**config.mk**
```make
export PLATFORM = sky130hd
export DESIGN_NAME = ps2_cmd_sequencer
export DESIGN_NICKNAME = d
export VERILOG_FILES = /design/src/rtl/ps2_cmd_sequencer_pkg.sv /design/src/rtl/ps2_timeout_timer.sv /design/src/rtl/ps2_cmd_sequencer.sv
export SDC_FILE = /design/constraint.sdc
export NUM_CORES = 1
export LEC_CHECK = 0
export ABC_AREA = 1
export BUFFER_PORTS_ARGS = -buffer_cell sky130_fd_sc_hd__buf_2
export CORE_MARGIN = 1
export CORE_UTILIZATION = 46
export CTS_BUF_LIST = sky130_fd_sc_hd__clkbuf_8 sky130_fd_sc_hd__clkbuf_16
export CTS_CLUSTER_DIAMETER = 80
export DETAILED_ROUTE_END_ITERATION = 8
export HOLD_SLACK_MARGIN = 0.03
export SLEW_MARGIN = 20
export SYNTH_ARGS = -nofsm -noshare
export SYNTH_HDL_FRONTEND = slang
export SYNTH_HIERARCHICAL = 1
export SYNTH_SLANG_ARGS = --single-unit
```
**constraint.sdc**
```tcl
create_clock -name clk_i -period 2.6 [get_ports clk_i]
set_input_delay 0.13 -clock clk_i [delete_from_list [all_inputs] [get_ports clk_i]]
set_output_delay 0.13 -clock clk_i [all_outputs]
set_load 0.05 [all_outputs]
```
**src/rtl/ps2_cmd_sequencer_pkg.sv**
```systemverilog
// ps2_cmd_sequencer_pkg: PS/2 command/response codes and sequencer state types.
package ps2_cmd_sequencer_pkg;
    localparam logic [7:0] PS2_CMD_RESET    = 8'hFF;
    localparam logic [7:0] PS2_CMD_SET_LEDS = 8'hED;
    localparam logic [7:0] PS2_RSP_ACK      = 8'hFA;
    localparam logic [7:0] PS2_RSP_RESEND   = 8'hFE;
    localparam logic [7:0] PS2_RSP_BAT_OK   = 8'hAA;
    localparam logic [7:0] PS2_RSP_BAT_FAIL = 8'hFC;

    typedef enum logic [2:0] {S_IDLE, S_TX, S_WAIT_ACK, S_WAIT_BAT, S_ERROR} ps2_seq_state_t;
    typedef enum logic [1:0] {PH_RESET, PH_LED_CMD, PH_LED_ARG} ps2_seq_phase_t;
endpackage

```
**src/rtl/ps2_timeout_timer.sv**
```systemverilog
// ps2_timeout_timer: loadable down-counter; expire_o pulses once when a loaded count runs out.
module ps2_timeout_timer #(
    parameter int W = 8
) (
    input  logic         clk_i,
    input  logic         rst_i,
    input  logic         load_i,
    input  logic         clr_i,
    input  logic [W-1:0] load_val_i,
    output logic         expire_o
);
    logic [W-1:0] cnt_q;
    logic         run_q;

    always_ff @(posedge clk_i or posedge rst_i) begin
        if (rst_i) begin
            cnt_q <= '0;
            run_q <= 1'b0;
        end else if (load_i) begin
            cnt_q <= load_val_i;
            run_q <= 1'b1;
        end else if (clr_i || (run_q && cnt_q == '0)) begin
            run_q <= 1'b0;
        end else if (run_q) begin
            cnt_q <= cnt_q - 1'b1;
        end
    end

    assign expire_o = run_q && cnt_q == '0;
endmodule

```
**src/rtl/ps2_cmd_sequencer.sv**
```systemverilog
// ps2_cmd_sequencer: keyboard bring-up, ACK-checked LED updates with retries, and scancode forwarding.
module ps2_cmd_sequencer
    import ps2_cmd_sequencer_pkg::*;
#(
    parameter int ACK_TIMEOUT = 2_000_000,
    parameter int BAT_TIMEOUT = 75_000_000,
    parameter int MAX_RETRIES = 3
) (
    input  logic       clk_i,
    input  logic       rst_i,
    input  logic       kbd_reset_i,
    input  logic       led_req_i,
    input  logic [2:0] led_i,
    output logic [7:0] tx_data_o,
    output logic       tx_valid_o,
    input  logic       tx_ready_i,
    input  logic [7:0] rx_data_i,
    input  logic       rx_valid_i,
    output logic [7:0] key_data_o,
    output logic       key_valid_o,
    output logic       busy_o,
    output logic       kbd_ready_o,
    output logic       error_o
);
    localparam int TMAX = ACK_TIMEOUT > BAT_TIMEOUT ? ACK_TIMEOUT : BAT_TIMEOUT;
    localparam int TW = $clog2(TMAX);
    localparam int RW = MAX_RETRIES > 0 ? $clog2(MAX_RETRIES + 1) : 1;
    localparam logic [TW-1:0] ACK_LD = TW'(ACK_TIMEOUT - 1);
    localparam logic [TW-1:0] BAT_LD = TW'(BAT_TIMEOUT - 1);
    localparam logic [RW-1:0] RETRY_MAX = RW'(MAX_RETRIES);

    ps2_seq_state_t state_q, state_d;
    ps2_seq_phase_t phase_q, phase_d;
    logic [7:0]    tx_q, tx_d, key_q, key_d;
    logic [RW-1:0] retry_q, retry_d;
    logic [2:0]    led_q, led_d;
    logic          pend_q, pend_d, rdy_q, rdy_d, keyv_q, keyv_d;
    logic          txv_q, busy_q, err_q;
    logic          tm_load, tm_exp;
    logic [TW-1:0] tm_val;
    logic          rx_ack, rx_resend;

    assign rx_ack    = rx_valid_i && rx_data_i == PS2_RSP_ACK;
    assign rx_resend = rx_valid_i && rx_data_i == PS2_RSP_RESEND;

    ps2_timeout_timer #(.W(TW)) u_timer (
        .clk_i      (clk_i),
        .rst_i      (rst_i),
        .load_i     (tm_load),
        .clr_i      (!(state_d inside {S_WAIT_ACK, S_WAIT_BAT})),
        .load_val_i (tm_val),
        .expire_o   (tm_exp)
    );

    always_comb begin
        state_d = state_q;
        phase_d = phase_q;
        tx_d    = tx_q;
        retry_d = retry_q;
        pend_d  = pend_q | led_req_i;
        led_d   = led_req_i ? led_i : led_q;
        rdy_d   = rdy_q;
        key_d   = key_q;
        keyv_d  = 1'b0;
        tm_load = 1'b0;
        tm_val  = ACK_LD;
        if (kbd_reset_i) begin
            state_d = S_TX;
            phase_d = PH_RESET;
            tx_d    = PS2_CMD_RESET;
            retry_d = '0;
            rdy_d   = 1'b0;
        end else begin
            case (state_q)
                S_IDLE, S_ERROR: begin
                    keyv_d = rx_valid_i;
                    key_d  = rx_valid_i ? rx_data_i : key_q;
                    if (state_q == S_IDLE && pend_q) begin
                        state_d = S_TX;
                        phase_d = PH_LED_CMD;
                        tx_d    = PS2_CMD_SET_LEDS;
                        retry_d = '0;
                        pend_d  = led_req_i;
                    end
                end
                S_TX: if (txv_q && tx_ready_i) begin
                    state_d = S_WAIT_ACK;
                    tm_load = 1'b1;
                end
                S_WAIT_ACK: begin
                    // A meaningful rx byte is handled ahead of a same-cycle timeout.
                    if (rx_ack) begin
                        case (phase_q)
                            PH_RESET: begin
                                state_d = S_WAIT_BAT;
                                tm_load = 1'b1;
                                tm_val  = BAT_LD;
                            end
                            PH_LED_CMD: begin
                                state_d = S_TX;
                                phase_d = PH_LED_ARG;
                                tx_d    = {5'b0, led_q};
                                retry_d = '0;
                            end
                            default: state_d = S_IDLE;
                        endcase
                    end else if (rx_resend || tm_exp) begin
                        if (retry_q == RETRY_MAX) begin
                            state_d = S_ERROR;
                            rdy_d   = 1'b0;
                        end else begin
                            state_d = S_TX;
                            retry_d = retry_q + 1'b1;
                        end
                    end
                end
                S_WAIT_BAT: begin
                    if (rx_valid_i && rx_data_i == PS2_RSP_BAT_OK) begin
                        state_d = S_IDLE;
                        rdy_d   = 1'b1;
                    end else if ((rx_valid_i && rx_data_i == PS2_RSP_BAT_FAIL) || tm_exp) begin
                        state_d = S_ERROR;
                        rdy_d   = 1'b0;
                    end
                end
                default: state_d = S_IDLE;
            endcase
        end
    end

    // Outputs are registered so they read 0 throughout reset although the FSM resets into S_TX.
    always_ff @(posedge clk_i or posedge rst_i) begin
        if (rst_i) begin
            state_q <= S_TX;
            phase_q <= PH_RESET;
            tx_q    <= PS2_CMD_RESET;
            retry_q <= '0;
            led_q   <= '0;
            pend_q  <= 1'b0;
            rdy_q   <= 1'b0;
            key_q   <= '0;
            keyv_q  <= 1'b0;
            txv_q   <= 1'b0;
            busy_q  <= 1'b0;
            err_q   <= 1'b0;
        end else begin
            state_q <= state_d;
            phase_q <= phase_d;
            tx_q    <= tx_d;
            retry_q <= retry_d;
            led_q   <= led_d;
            pend_q  <= pend_d;
            rdy_q   <= rdy_d;
            key_q   <= key_d;
            keyv_q  <= keyv_d;
            txv_q   <= state_d == S_TX && !kbd_reset_i;
            busy_q  <= state_d inside {S_TX, S_WAIT_ACK, S_WAIT_BAT};
            err_q   <= state_d == S_ERROR;
        end
    end

    assign tx_valid_o  = txv_q;
    assign tx_data_o   = txv_q ? tx_q : '0;
    assign key_data_o  = key_q;
    assign key_valid_o = keyv_q;
    assign busy_o      = busy_q;
    assign kbd_ready_o = rdy_q;
    assign error_o     = err_q;
endmodule

```
==> impl_metrics.yaml, run 1 <==
yosys:
  netlist.area_leader.share_pct: 35.8
  synth-seq-cells: 57
  yosys-top-cells-count: "162 x nand2_1, 77 x nand3_1, 59 x nor2_1"
  synth_area_sq_mm: 0.00356
  synthCells: 508
  synth_top_cell_by_area: "dfrtp_1"
  synth_edf_count: 0
  yosysWarnings: 6
  postSynth.asyncResetShare_pct: 100
  synth_area_leaders: "dfrtp_1 36%, nand2_1 17%, nand3_1 11%"
  avgSynthCellArea_sq_um: 7.02
  synth_cell_types: 34
  ys_seq_area_share_pct: 40.2
  synthMostInstantiatedCell: "nand2_1"
  synth_ff_type: "dfrtp_1"
clocking:
  cts-root-buf: "clkbuf_8"
  tritoncts: "done"
  h-tree-depth: 3
  cts_buffers: 9
  cts_buffer_depth: 2
  cts.reportedPaths.clkPinSlew_ns: 0.06
  clkSinkCount: 57
  clkLatencyLatePin_ns: 0.34
global_route:
  grt_overflow_total: 0
  antenna_found_initial: 0
  grt_pass1_vias: 3365
  track_usage_pct: 23.6
  grt_max_degree: 29
  grt_pass1_wl_microns: 15400
setup_path:
  end_kind: "flip-flop"
  required_ns: 2.83
  critPathBufInv: 4
  critPathKind: "in2reg"
  arrival_ns: 2.63
  path_cells: "dlygate4sd3_1, buf_2, nand3_1, nor2_4, nand2_2, nor2_1, nor2_1, nor2_1, inv_1, buf_4, nand3_1, nand3_1, nand2_1"
  crit_fanout: 22
  timing.critical_path.max_delay_family: "buffers and inverters"
  start_kind: "primary input"
  crit_slowest_cell: "inv_1"
  critPathMaxStageDelay_ns: 0.57
die:
  die_h_microns: 90.0
  die_w_microns: 90.0
  dieArea_sq_mm: 0.00811
  io_pins: 38
  rows: 31
  core_area_sq_mm: 0.00737
  start_util_pct: 48.4
finish:
  multi_input_area_sq_mm: 0.00193
  fill_cells: 745
  seqCellArea_sq_mm: 0.00143
  drive_above_1_share_pct: 18.4
  post-route-util_pct: 57.9
  syn_to_final_growth_pct: 19.7
  nets: 595
  antenna-diode-count: 0
  fin_cells: 680
placed_design:
  port_buffers: 37
  place.gp.congestion: 0.863
  dp_cells: 654
  dp_hpwl_microns: 6290
routing:
  totalWireLength_microns: 8820
  wire_per_inst_microns: 13.0
  drt_iter0_drc: 187
  antenna_left: 0
  drtPass1Iterations: 4
  vias: 3357
  drc_errors: 0
  via_per_inst: 4.94
timing:
  rsz0062_at_grt: "no"
  setup_viol: 0
  fmax_mhz: 417
  period_needed_ns: 2.40
  drv_slew: 0
  slew_headroom_pct: 36.3
  fin_crit_sh_pct: 92.2
  tightest_slew_ns: 0.950
  clock_skew_ns: 0.0113
  finalHoldViolCount: 0
run_status:
  outcome: "completed"
power:
  p_per_area_mw_per_mm2: 1040
  p_leak_nw: 2.23
  vdd_drop_max_v: 0.000484
flow_run:
  max_cap_violations: 0
min_path:
  hp-class: "in2reg"
-- layer usage --
metal / GRT usage, % / up-vias / part of all wire (%)
met3: 3.38 / 15 / 3.4
met1: 27.8 / 1553 / 43
met2: 42.8 / 61 / 51
met4: 9.81 / 0 / 2.1
met5: 0 / - / 0
li1: - / 1728 / -
-- final timing paths --
path	startpoint	end	slack (ns)	cells after the start
max	rx_data_i[4]	u_timer/cnt_q[24]$_DFFE_PP0P_	0.20	13
min in group asynchronous	rst_i	u_timer/cnt_q[8]$_DFFE_PP0P_	0.42	4
max reg2reg	u_timer/cnt_q[0]$_DFFE_PP0P_	u_timer/cnt_q[2]$_DFFE_PP0P_	0.25	18
min	led_req_i	led_q[1]$_DFFE_PP0P_	0.04	3
min reg2reg	tx_q[4]$_DFFE_PP1P_	tx_q[4]$_DFFE_PP1P_	0.46	2
max in group asynchronous	rst_i	tx_q[6]$_DFFE_PP1P_	1.54	4
-- logic make-up after synthesis --
family,count (synthesis),share of synthesized area (%)
adders and majority gates,2,0.702
DFF,57,40.2
and+or+nand+nor,335,41.8
xor gates and xnor gates,14,3.44
other,2,0.211
buffers and inverters,66,8.21
AOI/OAI and AO/OA,32,5.44
-- power breakdown --
group          switching, W  internal, W  total [W]
logic               0.00144     0.000687    0.00213
registers          0.000289      0.00121    0.00150
clock network      0.000366     0.000457   0.000823
total               0.00210      0.00235    0.00445
-- final cells by class --
| cell class | instances | area share (%) |
|---|---|---|
| multi-input cells | 398 | 45.1 |
| clock inverters | 6 | 1.23 |
| clock buffers | 10 | 3.23 |
| flip-flops and latches | 57 | 33.6 |
| repair buffers | 60 | 9.38 |
| inverters | 50 | 4.52 |
| well taps | 99 | 2.90 |
-- registers in the layout, indices dropped and copies added (netlist names), 2 cells and up --
signal	count
key_data_o	8
led_q	3
phase_q	2
retry_q	2
state_q	3
tx_q	5
u_timer/cnt_q	27
-- per-stage QoR --
stage | setup slack, ns | setup TNS [ns] | instance area [sq um] | total power (W) | hold slack [ns]
after global routing | 0.00203 | 0 | 4270 | 0.00480 | 0.0658
final | 0.203 | 0 | 4270 | 0.00445 | 0.0401
after CTS | 0.139 | 0 | 4210 | 0.00444 | 0.0380
after floorplan | 0.399 | 0 | 3610 | 0.00309 | 0.195
after detailed placement | -0.0353 | -0.284 | 3920 | 0.00358 | 0.233
after global placement | 0.0780 | 0 | 3920 | 0.00355 | 0.236
-- worst reg2reg max path, delay by kind of cell, from the launching register on --
| family | cells | cell delay [ns] |
|---|---|---|
| adder cells (fa/ha/maj) | 1 | 0.18 |
| flip-flops | 1 | 0.37 |
| buffers and inverters | 5 | 0.53 |
| AND/OR/NAND/NOR | 12 | 1.16 |
-- cells in the final DEF, fill, tap and decap left out, types with 2 or more instances in the layout --
master and instances:
a21oi_1 6, buf_2 37, buf_4 12, clkbuf_8 10, clkinv_2 3, conb_1 15, dfrtp_1 51, dfstp_2 6
dlygate4sd3_1 9, inv_1 48, inv_4 2, nand2_1 161, nand2_2 7, nand2_4 2, nand3_1 77, nand3b_1 2
nand4_1 9, nor2_1 57, nor2_2 5, nor2_4 6, o21ai_0 13, o21ai_1 6, o21ai_2 3, or2_2 5
xnor2_1 9, xor2_1 5
-- what timing repair did --
action                     CTS  global route
setup endpoints to repair   15            27
hold endpoints to repair    34             0
resized for setup            1             9
buffers inserted             0             1
hold buffers                 9             0
pin swaps                    0             1
No activity file was read; power rests on OpenSTA's default activity.
==> run 2: changes to the inputs <==
- SYNTH_HIERARCHICAL: 1 -> default
==> run 2 against run 1 <==
Effect of this change: register-to-register slack better by 0.15 ns; die area grew 0.34%; clock power up 8.3%; final area decreased by 3.9%; worst setup slack better by 0.20 ns; synthesized cell count increased by 2.8%; combinational power rose by 40%; non-clock buffer count down 9; via count grew 3.2%; wire length grew 0.12%; critical path type is now reg2reg; largest power group unchanged.
==> impl_metrics.yaml, run 2 <==
power:
  power_w: 0.00533
  seqPwrFrac_pct: 27.3
  clock_power_share_pct: 16.7
  p_per_area_mw_per_mm2: 1300
  pwr-share-comb_pct: 56.0
  swShare_pct: 50.7
  vdd_drop_max_v: 0.000710
  internal-power_w: 0.00263
  power.switching_w: 0.00270
  p_leak_nw: 2.32
timing:
  period_needed_ns: 2.20
  setup_tns_ns: 0
  clock_skew_ns: 0.00917
  finalHoldViolCount: 0
  fin_crit_sh_pct: 84.5
  slew_headroom_pct: 56.4
  tightest_slew_ns: 0.653
  rsz0062_at_grt: "no"
  setup_viol: 0
  drv_slew: 0
  fmax_mhz: 455
  final.setup.worst_slack_ns: 0.403
flow_run:
  max_cap_violations: 0
finish:
  antenna-diode-count: 0
  largest_register_ffs: 27
  multi_input_area_sq_mm: 0.00184
  fill_cells: 751
  seqCellArea_sq_mm: 0.00143
  final_common_cell: "nand2_1"
  drive_above_1_share_pct: 13.1
  post-route-util_pct: 55.6
  top_register: "u_timer.cnt_q"
  layout_common_cells: "196 x nand2_1, 70 x nor2_1, 51 x dfrtp_1"
  nets: 586
  syn_to_final_growth_pct: 14.6
min_path:
  hold_start: "rx_data_i[7]"
  hp-class: "in2reg"
yosys:
  syn_nets: 542
  synth_cell_types: 31
  synth.area.mux_share_pct: 0
  avgSynthCellArea_sq_um: 6.85
  netlist.area_leader.share_pct: 35.7
  synth_area_sq_mm: 0.00358
  synth_area_leaders: "dfrtp_1 36%, nand2_1 21%, nand4_1 7.3%"
  synth_edf_count: 0
  synthXorXnorAreaFrac_pct: 2.69
  synth-simple-area-share_pct: 44.0
  synthCells: 522
  yosysWarnings: 0
  synth_compound_area_share_pct: 3.81
  synthAdderAreaFrac_pct: 1.05
  synthMostInstantiatedCell: "nand2_1"
  ys_seq_area_share_pct: 40.1
  synth_ff_type: "dfrtp_1"
  postSynth.asyncResetShare_pct: 100
  synth_top_family_by_area: "simple AND/OR/NAND/NOR gates"
  synth-seq-cells: 57
  yosys-top-cells-count: "196 x nand2_1, 70 x nor2_1, 51 x dfrtp_1"
  synth_top_cell_by_area: "dfrtp_1"
die:
  io_pins: 38
  core_area_sq_mm: 0.00737
  rows: 31
  die_w_microns: 90.2
  die_h_microns: 90.2
  dieArea_sq_mm: 0.00813
  start_util_pct: 48.5
clocking:
  cts-root-buf: "clkbuf_8"
  tritoncts: "done"
  clkSinkCount: 57
  cts_buffer_depth: 2
  clkLatencyLatePin_ns: 0.35
  h-tree-depth: 3
  cts.reportedPaths.clkPinSlew_ns: 0.07
  cts_buffers: 9
  post_cts_buffers: 0
setup_path:
  crit_fanout: 28
  timing.critical_path.max_delay_family: "simple AND/OR/NAND/NOR gates"
  arrival_ns: 2.43
  critPathMaxStageDelay_ns: 0.43
  reg2reg_slack_ns: 0.40
  regToRegStartpoint: "state_q[2]$_DFF_PP0_"
  critPathKind: "reg2reg"
  worst-r2r-cell-count: 10
  start_kind: "flip-flop"
  end_kind: "flip-flop"
  path_cells: "nor3_4, inv_2, nor2_2, nand2_1, nand2_2, nand2_4, nand2_8, nand3_4, nand2_1, nand2_1"
  required_ns: 2.83
  crit_end: "u_timer.cnt_q[9]$_DFFE_PP0P_"
  cp-startpoint: "state_q[2]$_DFF_PP0_"
  critPathBufInv: 1
  cp.depth: 10
  crit_slowest_cell: "dfrtp_1"
  r2r_end: "u_timer.cnt_q[9]$_DFFE_PP0P_"
  cp_common_cell: "nand2_1"
routing:
  wire_per_inst_microns: 13.2
  drc_errors: 0
  drt_iter0_drc: 255
  totalWireLength_microns: 8830
  drtPass1Iterations: 4
  vias: 3466
  via_per_inst: 5.17
  antenna_left: 0
run_status:
  outcome: "completed"
placed_design:
  dp_hpwl_microns: 6330
  port_buffers: 37
  dp_slack_ns: 0.397
  place.gp.congestion: 0.900
global_route:
  grt_pass1_wl_microns: 15500
  antenna_found_initial: 0
  track_usage_pct: 23.7
  grt_pass1_vias: 3260
  grt_max_degree: 33
  grt_overflow_total: 0
[run 2: repair_timing]
action	in CTS	in global routing
hold endpoints to repair	27	0
gates resized for setup	0	0
setup endpoints to repair	0	0
hold buffers	8	0
[run 2: metal layers]
metal,routed length (microns),vias up,GRT usage [%]
li1,-,1764,-
met1,4590,1609,34.6
met2,3720,81,34.2
met3,390,12,4.40
met4,139,0,9.95
met5,0,-,0
[run 2: cell families after synthesis]
kind of cell / count (synthesis)
buf+inv: 67
flops: 57
simple gates: 357
xor+xnor: 11
compound gates: 27
fa+ha+maj: 3
[run 2: per-stage QoR]
step                      instances  area (sq um)  hold slack [ns]
after global placement          646          3810            0.257
after floorplan                 522          3580            0.240
after detailed placement        646          3810            0.264
after global routing            670          4100           0.0507
final                           670          4100           0.0407
after CTS                       670          4100           0.0303
[run 2: worst min path at each step]
| stage | endpoint | slack (ns) | depth (start not counted) |
|---|---|---|---|
| final | key_data_o[7]$_DFFE_PP0P_ | 0.04 | 3 |
| after global routing | key_data_o[7]$_DFFE_PP0P_ | 0.05 | 3 |
| after CTS | key_data_o[7]$_DFFE_PP0P_ | 0.03 | 3 |
| after detailed placement | u_timer.cnt_q[14]$_DFFE_PP0P_ | 0.26 | 2 |
| after global placement | u_timer.cnt_q[14]$_DFFE_PP0P_ | 0.26 | 2 |
| after floorplan | key_data_o[5]$_DFFE_PP0P_ | 0.24 | 2 |
[run 2: worst reg2reg max path: stages (launching register included)]
cell and delay (ns):
dfrtp_1 0.43, nor3_4 0.30, inv_2 0.10, nor2_2 0.11
nand2_1 0.09, nand2_2 0.10, nand2_4 0.17, nand2_8 0.25
nand3_4 0.31, nand2_1 0.16, nand2_1 0.06
[run 2: layout make-up]
| type | count | area share [%] |
|---|---|---|
| Clock buffer | 9 | 3.02 |
| Clock inverter | 7 | 1.98 |
| Inverter | 49 | 4.49 |
| Multi-Input combinational cell | 398 | 44.9 |
| Sequential cell | 57 | 35.0 |
| Tap cell | 99 | 3.02 |
| Timing Repair Buffer | 51 | 7.57 |
[run 2: power by group through the flow]
stage | combinational [W] | clock [W] | sequential, W
global route | 0.00336 | 0.000953 | 0.00150
floorplan | 0.00212 | 0 | 0.00169
global placement | 0.00292 | 0 | 0.00147
finish | 0.00299 | 0.000891 | 0.00146
CTS | 0.00297 | 0.000910 | 0.00145
detailed placement | 0.00294 | 0 | 0.00147
==> run 3: changes to the inputs <==
- PLACE_DENSITY: default -> 0.67
- clock period: 2.6 -> 2 ns (I/O delays scaled with it)
==> run 3 against run 2 <==
Effect of this change: the flow now finishes with violations (setup timing); critical path depth shrank 1; combinational power increased by 49%; global-route usage hardly changed; final area is 8.5% higher; maximum frequency is 7.5% higher; first-iteration DRC count grew 19%; sequential share of layout area is 2.7 points lower; total power is 44% higher; hold slack better by 0.0031 ns; wire length up 10%; clock skew is 0.0020 ns higher.
==> impl_metrics.yaml, run 3 (synthesized netlist as in run 2, its figures left out) <==
run_status:
  outcome: "finished, violations left"
  violations: "setup timing"
power:
  p_leak_nw: 2.46
  p_per_area_mw_per_mm2: 1730
  power_w: 0.00768
  vdd_drop_max_v: 0.00107
routing:
  drc_errors: 0
  vias: 3741
  totalWireLength_microns: 9760
  antenna_left: 0
  via_per_inst: 5.39
  drt_iter0_drc: 303
  drtPass1Iterations: 6
  wire_per_inst_microns: 14.1
finish:
  largest_register_ffs: 27
  final_common_cell: "nand2_1"
  nets: 610
  fin_area_sq_mm: 0.00445
  drive_above_1_share_pct: 18.0
  antenna-diode-count: 0
  fill_cells: 690
  top_register: "u_timer.cnt_q"
  syn_to_final_growth_pct: 24.4
  layout_common_cells: "195 x nand2_1, 67 x nor2_1, 51 x dfrtp_1"
setup_path:
  arrival_ns: 2.27
  reg2reg_slack_ns: -0.04
  crit_fanout: 8
  path_cells: "nor2_1, nand2_1, nor2_1, nand3_4, nand3_4, nand3_4, clkbuf_16, nand4_1, nand2_1"
  start_kind: "flip-flop"
  end_kind: "flip-flop"
  crit_slowest_cell: "dfrtp_1"
  critPathMaxStageDelay_ns: 0.43
  critPathKind: "reg2reg"
  required_ns: 2.23
  cp_common_cell: "nand3_4"
placed_design:
  place.gp.congestion: 0.920
  dpl_cell_area_sq_mm: 0.00393
  dp_hpwl_microns: 6500
  port_buffers: 37
clocking:
  h-tree-depth: 3
  clkLatencyLatePin_ns: 0.35
  cts.reportedPaths.clkPinSlew_ns: 0.07
  clkSinkCount: 57
  tritoncts: "done"
  cts_buffer_depth: 2
  cts_buffers: 9
  cts-root-buf: "clkbuf_8"
timing:
  slew_headroom_pct: 68.1
  setup_tns_ns: -0.0440
  drv_slew: 0
  fin_crit_sh_pct: 102
  period_needed_ns: 2.04
  tightest_slew_ns: 0.476
  finalHoldViolCount: 0
  setup_viol: 1
  final.setup.worst_slack_ns: -0.0440
  clock_skew_ns: 0.0112
  fmax_mhz: 489
global_route:
  grt_overflow_total: 0
  grtUsageMet1_pct: 32.8
  grt_pass1_vias: 3383
  grt_util_met3_pct: 3.30
  grt-busiest-layer: "met2"
  track_usage_pct: 23.6
  antenna_found_initial: 0
  grt_max_degree: 29
  grt_pass1_wl_microns: 15500
  met2_usage_pct: 36.3
die:
  dieArea_sq_mm: 0.00813
  core_area_sq_mm: 0.00737
  die_h_microns: 90.2
  io_pins: 38
  rows: 31
  die_w_microns: 90.2
  start_util_pct: 48.5
flow_run:
  max_cap_violations: 0
min_path:
  hp-class: "in2reg"
[run 3: cell count changes in the layout (fill, tap and decap cells not counted), moves of 3 or more]
cell     before  now
buf_4         6   21
nand3_4       1    5
inv_1        49   46
nand3_1      35   32
nor2_1       70   67
[run 3: area by class of cell]
type                            instances  area, sq um  share of cell area, %
Clock buffer                           10          138                   3.09
Clock inverter                          6          108                   2.42
Inverter                               49          184                   4.13
Multi-Input combinational cell        400         1920                   43.2
Sequential cell                        57         1430                   32.2
Tap cell                               99          124                   2.78
Timing Repair Buffer                   73          539                   12.1
[run 3: final timing paths]
path / startpoint / cells after the start / end
max: u_timer.cnt_q[19]$_DFFE_PP0P_ / 9 / u_timer.cnt_q[10]$_DFFE_PP0P_
min: rx_data_i[4] / 3 / key_data_o[4]$_DFFE_PP0P_
max reg2reg: u_timer.cnt_q[19]$_DFFE_PP0P_ / 9 / u_timer.cnt_q[10]$_DFFE_PP0P_
min reg2reg: tx_q[4]$_DFFE_PP1P_ / 2 / tx_q[4]$_DFFE_PP1P_
max in group asynchronous: rst_i / 4 / tx_q[6]$_DFFE_PP1P_
min in group asynchronous: rst_i / 3 / u_timer.cnt_q[18]$_DFFE_PP0P_
[run 3: worst max-delay path, delay by kind of cell (launching register included)]
family	cells	cell delay, ns
buf+inv	1	0.24
simple gates	8	1.25
flops	1	0.43
[run 3: report_power, final]
group / internal, W / leakage (nW) / total [W] / switching, W
Combinational: 0.00152 / 1.60 / 0.00446 / 0.00294
Clock: 0.000857 / 0.128 / 0.00135 / 0.000489
Sequential: 0.00154 / 0.733 / 0.00187 / 0.000330
[run 3: layer usage]
| metal | up-vias | part of all wire, % | routed length, microns |
|---|---|---|---|
| li1 | 1818 | - | - |
| met1 | 1754 | 45 | 4430 |
| met2 | 146 | 46 | 4510 |
| met3 | 23 | 5.8 | 566 |
| met4 | 0 | 2.6 | 252 |
| met5 | - | 0 | 0 |
[run 3: timing repair]
action | 4_1_cts | 5_1_grt
gates resized for setup | 1 | 18
setup endpoints to repair | 1 | 32
buffers inserted | 0 | 3
pin swaps | 0 | 4
hold buffers | 10 | 0
endpoints found under the hold margin | 26 | 0
cloned | 0 | 4
[run 3: metrics by stage]
stage / utilization [%] / worst slack [ns] / instances / hold WS, ns
6_report: 60.4 / -0.0440 / 694 / 0.0438
5_1_grt: 60.4 / -0.0851 / 694 / 0.0573
4_1_cts: 58.0 / 0.0267 / 687 / 0.0330
3_5_place_dp: 53.3 / 0.0291 / 661 / 0.150
3_3_place_gp: 53.3 / 0.100 / 661 / 0.153
2_1_floorplan: - / 0.226 / 522 / 0.210
